$ cat src/rtl/pulse_burst_pkg.sv
// Shared constants for the pulse burst generator: default widths and state encodings.
package pulse_burst_pkg;

  localparam int unsigned CNT_W_DEFAULT = 8;
  localparam int unsigned TIM_W_DEFAULT = 16;

  localparam logic [1:0] StIdle = 2'd0;
  localparam logic [1:0] StHigh = 2'd1;
  localparam logic [1:0] StLow  = 2'd2;
  localparam logic [1:0] StDone = 2'd3;

endpackage

$ cat src/rtl/state_timer.sv
// Saturating cycles-in-state counter; clr zeroes it on the edge where the state changes.
module state_timer #(
  parameter int unsigned TIM_W = 16
) (
  input  logic             clk,
  input  logic             reset,
  input  logic             clr,
  output logic [TIM_W-1:0] t
);

  always_ff @(posedge clk or posedge reset) begin
    if (reset) begin
      t <= '0;
    end else if (clr) begin
      t <= '0;
    end else if (t != '1) begin
      t <= t + TIM_W'(1);
    end
  end

endmodule

$ cat src/rtl/pulse_burst_fsm.sv
// Emits a burst of burst_len pulses with programmable high/low phase lengths.
module pulse_burst_fsm
  import pulse_burst_pkg::*;
#(
  parameter int unsigned CNT_W = CNT_W_DEFAULT,
  parameter int unsigned TIM_W = TIM_W_DEFAULT
) (
  input  logic             clk,
  input  logic             reset,
  input  logic             start,
  input  logic             abort,
  input  logic [CNT_W-1:0] burst_len,
  input  logic [TIM_W-1:0] high_t,
  input  logic [TIM_W-1:0] low_t,
  output logic             pulse,
  output logic             pulse_reg,
  output logic             busy,
  output logic             done,
  output logic [CNT_W-1:0] pulses_left
);

  logic [1:0]       state_reg, state_next;
  logic [CNT_W-1:0] r_cnt, r_cnt_next;
  logic [TIM_W-1:0] r_high, r_high_next;
  logic [TIM_W-1:0] r_low, r_low_next;
  logic [TIM_W-1:0] t;

  state_timer #(
    .TIM_W (TIM_W)
  ) u_state_timer (
    .clk   (clk),
    .reset (reset),
    .clr   (state_next != state_reg),
    .t     (t)
  );

  always_comb begin
    state_next  = state_reg;
    r_cnt_next  = r_cnt;
    r_high_next = r_high;
    r_low_next  = r_low;
    pulse       = 1'b0;
    unique case (state_reg)
      StIdle: begin
        if (start) begin
          if (burst_len != '0) begin
            state_next  = StHigh;
            r_cnt_next  = burst_len;
            // Zero-length phases are stretched to one cycle.
            r_high_next = (high_t == '0) ? TIM_W'(1) : high_t;
            r_low_next  = (low_t == '0) ? TIM_W'(1) : low_t;
          end else begin
            state_next = StDone;
          end
        end
      end
      StHigh: begin
        if (abort) begin
          r_cnt_next = '0;
          state_next = StDone;
        end else begin
          pulse = 1'b1;
          if (t >= r_high - TIM_W'(1)) begin
            r_cnt_next = r_cnt - CNT_W'(1);
            state_next = (r_cnt == CNT_W'(1)) ? StDone : StLow;
          end
        end
      end
      StLow: begin
        if (abort) begin
          r_cnt_next = '0;
          state_next = StDone;
        end else if (t >= r_low - TIM_W'(1)) begin
          state_next = StHigh;
        end
      end
      StDone: begin
        r_cnt_next = '0;
        state_next = StIdle;
      end
      default: state_next = StIdle;
    endcase
  end

  always_ff @(posedge clk or posedge reset) begin
    if (reset) begin
      state_reg <= StIdle;
      r_cnt     <= '0;
      r_high    <= TIM_W'(1);
      r_low     <= TIM_W'(1);
      pulse_reg <= 1'b0;
    end else begin
      state_reg <= state_next;
      r_cnt     <= r_cnt_next;
      r_high    <= r_high_next;
      r_low     <= r_low_next;
      pulse_reg <= pulse;
    end
  end

  assign busy        = (state_reg == StHigh) || (state_reg == StLow);
  assign done        = (state_reg == StDone);
  assign pulses_left = r_cnt;

endmodule

$ cat config.mk
export PLATFORM = sky130hd
export DESIGN_NAME = pulse_burst_fsm
export DESIGN_NICKNAME = d
export VERILOG_FILES = /design/src/rtl/pulse_burst_pkg.sv /design/src/rtl/state_timer.sv /design/src/rtl/pulse_burst_fsm.sv
export SDC_FILE = /design/constraint.sdc
export NUM_CORES = 1
export LEC_CHECK = 0
export ABC_AREA = 1
export ABC_CLOCK_PERIOD_IN_PS = 3500
export BUFFER_PORTS_ARGS = -buffer_cell sky130_fd_sc_hd__buf_2
export CORE_MARGIN = 2
export CORE_UTILIZATION = 40
export CTS_BUF_LIST = sky130_fd_sc_hd__clkbuf_4
export DETAILED_ROUTE_END_ITERATION = 16
export PLACE_DENSITY = 0.55
export SYNTH_ARGS = -nofsm -noshare
export SYNTH_HDL_FRONTEND = slang
export SYNTH_SLANG_ARGS = --single-unit
export TNS_END_PERCENT = 100
$ cat constraint.sdc
create_clock -name clk -period 3.5 [get_ports clk]
set_clock_uncertainty 0.05 [all_clocks]
set_input_delay 0.175 -clock clk [delete_from_list [all_inputs] [get_ports clk]]
set_output_delay 0.175 -clock clk [all_outputs]
set_load 0.005 [all_outputs]
==> results.sh <==
export IMPL_outcome="completed"
export IMPL_start_util=0.409
export IMPL_syn_inst=566
export IMPL_synthArstFlopShare=1.00
export IMPL_met3_wirelength_um=418
export IMPL_drv_cap=0
export IMPL_slew_violations=0
export IMPL_clk_latency_ns=0.46
export IMPL_internal_power_mw=2.03
export IMPL_worst_ep_required_time_ns=3.83
export IMPL_start_kind="register"
export IMPL_io_buffers=55
export IMPL_grt_pass1_wl_um=18600
export IMPL_fin_crit_sh=0.975
export IMPL_top_regs="r_high x16, r_low x16, u_state_timer.t x16"
export IMPL_seq_area_frac_synth=0.333
export IMPL_grt_max_degree=56
export IMPL_synth_most_common_cell="nand2_1"
export IMPL_antenna_left=0
export IMPL_synth_warnings=0
export IMPL_p_seq_frac=0.289
export IMPL_rr_worst_depth=21
export IMPL_multiInputGateArea_um2=2860
export IMPL_syn_num_nets=652
export IMPL_fin_crit_ns=3.41
export IMPL_postSynthAreaPerCell_um2=7.84
export IMPL_cp_max_fo=8
export IMPL_drtPass1Iterations=6
export IMPL_layout_drive_gt1_share=0.243
export IMPL_power_switching_mw=2.04
export IMPL_grt_util_all_layers=0.203
export IMPL_synth_common_cells="136 x nand2_1, 76 x inv_1, 57 x dfrtp_1, 48 x o21ai_0, 42 x ha_1"
export IMPL_die_w_um=109
export IMPL_postLayoutCellArea_um2=5740
export IMPL_final_hold_viol_count=0
export IMPL_hp_start="burst_len[1]"
export IMPL_yosysTopAreaCell="dfrtp_1"
export IMPL_place_congestion=0.821
export IMPL_register_area_um2=1480
export IMPL_clock_power_share=0.126
export IMPL_holdPathStages=5
export IMPL_yosys_cell_types_count=35
export IMPL_place_area_um2=4850
export IMPL_drtIter0Drc=279
export IMPL_antenna_found_initial=0
export IMPL_fin_hold_ws_ns=0.0257
export IMPL_drc_errors=0
export IMPL_rsz0062_at_grt="yes"
export IMPL_dieHeight_um=109
export IMPL_timing_rr_start="r_low[2]"
export IMPL_cp_data_arrival_time_ns=3.74
export IMPL_power_density_nw_per_um2=709
export IMPL_utilization=0.529
export IMPL_routed_wl_um=11700
export IMPL_synth_edff_count=0
export IMPL_synthFlopType="dfrtp_1"
export IMPL_grt_pass1_vias=3946
export IMPL_cts_buffers_inserted=9
export IMPL_wl_met1_um=5620
export IMPL_top_layer_used="met4"
export IMPL_slew_headroom=0.416
export IMPL_path_clk_slew_ns=0.10
export IMPL_die_area_um2=11900
export IMPL_netlist_area_um2=4440
export IMPL_rows=38
export IMPL_vdd_drop_max_mv=0.345
export IMPL_antennaDiodeCount=0
export IMPL_combPwrFrac=0.585
export IMPL_worstSetupPathType="register to register"
export IMPL_synth_area_leaders="dfrtp_1 32%, ha_1 12%, nand2_1 12%, inv_1 6.4%, xor2_1 6.1%"
export IMPL_fin_nets=765
export IMPL_cts_root_buf="clkbuf_4"
export IMPL_area_delta_synth_final_pct=29.4
export IMPL_num_vias=4070
export IMPL_cp_end_kind="register"
export IMPL_worstMarginPinSlew_ns=0.875
export IMPL_grt_overflow_total=0
export IMPL_drt_vias_per_instance=4.94
export IMPL_finalSetupViolCount=0
export IMPL_route_met2_wl_um=5530
export IMPL_dp_hpwl_um=8040
export IMPL_wire_per_inst_um=14.2
export IMPL_leakage_nw=2.76
export IMPL_clock_sinks=59
export IMPL_sw_frac_of_total=0.502
export IMPL_core_um2=10800
export IMPL_fmax_mhz=293
export IMPL_htreeDepth=3
export IMPL_synth_top_area_share=0.322
export IMPL_fillCellCount=1041
export IMPL_min_path_type="input pin to register"
export IMPL_pin_count=56
export IMPL_cts_tree="built"
export IMPL_synth_ff_latch_count=59
export IMPL_ctsLongestPathBuffers=2
export IMPL_critPathLaunch="r_low[2]"
-- cell usage in the layout (no fill, tap or decap), types with 14 or more instances in the layout --
master / n
buf_2: 55
buf_4: 14
dfrtp_1: 57
dlygate4sd3_1: 40
ha_1: 38
inv_1: 72
nand2_1: 129
nand3_1: 18
nor2_1: 36
nor3_2: 15
o21ai_0: 46
xor2_1: 31
-- layer usage --
layer | GRT usage | vias to the layer above
met4 | 0.0542 | 0
met3 | 0.0522 | 16
met5 | 0 | -
li1 | - | 2069
met2 | 0.327 | 76
met1 | 0.271 | 1909
-- power by group through the flow --
stage / logic [mW] / clock network (mW) / registers, mW
after floorplan: 1.52 / 0 / 1.12
after global placement: 1.88 / 0 / 1.16
after detailed placement: 1.91 / 0 / 1.17
after CTS: 1.98 / 0.526 / 1.16
after global routing: 2.68 / 0.554 / 1.21
final: 2.38 / 0.514 / 1.18
-- cell type report --
type / instances / area share
multi-input combinational: 418 / 0.498
sequential: 59 / 0.258
timing repair buffer: 109 / 0.136
inverter: 82 / 0.0536
tap: 140 / 0.0305
clock buffer: 11 / 0.0144
clock inverter: 5 / 0.00937
-- kinds of logic after synthesis --
| logic type | after synthesis | share of synthesized area |
|---|---|---|
| buf+inv | 91 | 0.0807 |
| compound gates | 73 | 0.0920 |
| simple gates | 262 | 0.298 |
| flops | 59 | 0.333 |
| fa+ha+maj | 42 | 0.118 |
| xor+xnor | 38 | 0.0750 |
| mux | 1 | 0.00226 |
-- through the flow --
| stage | instances | power, mW | TNS, ns | worst slack (ns) |
|---|---|---|---|---|
| 6_report | 824 | 4.07 | 0 | 0.0871 |
| 3_3_place_gp | 754 | 3.04 | 0 | 0.0359 |
| 3_5_place_dp | 754 | 3.09 | -0.00420 | -0.00371 |
| 2_1_floorplan | 566 | 2.64 | 0 | 0.401 |
| 5_1_grt | 824 | 4.45 | -3.30 | -0.223 |
| 4_1_cts | 810 | 3.67 | 0 | 0.0249 |
-- worst paths after layout --
| check | slack, ns | end |
|---|---|---|
| worst min-delay path | 0.03 | pulses_left[1] |
| worst min register to register | 0.46 | r_high[0] |
| min in group asynchronous | 0.39 | r_high[5] |
| worst max register to register | 0.09 | u_state_timer.t[9] |
| worst max-delay path | 0.09 | u_state_timer.t[9] |
| max in group asynchronous | 2.22 | u_state_timer.t[0] |
-- critical path, stage by stage (launching register included) --
cell      delay [ns]
dfrtp_1         0.44
nor2_1          0.14
nand2_2         0.09
nor3_4          0.19
nand3_2         0.13
nor3_4          0.20
nand3_2         0.13
nor2_4          0.15
nand3_2         0.07
xor2_1          0.16
inv_1           0.09
ha_4            0.22
nand2_4         0.08
o21bai_1        0.11
nand2_1         0.09
a21oi_2         0.13
nand4_1         0.11
a21oi_2         0.25
nand2_2         0.11
nand3_4         0.14
nand2_8         0.11
nor3_1          0.14
-- timing repair --
item,4_1_cts,5_1_grt
hold buffers,40,0
buffers inserted,0,12
resized for setup,2,44
setup endpoints to repair,16,25
gates cloned,0,2
pin swaps,0,25
endpoints found under the hold margin,78,0
(Power assumes the default switching activity.)
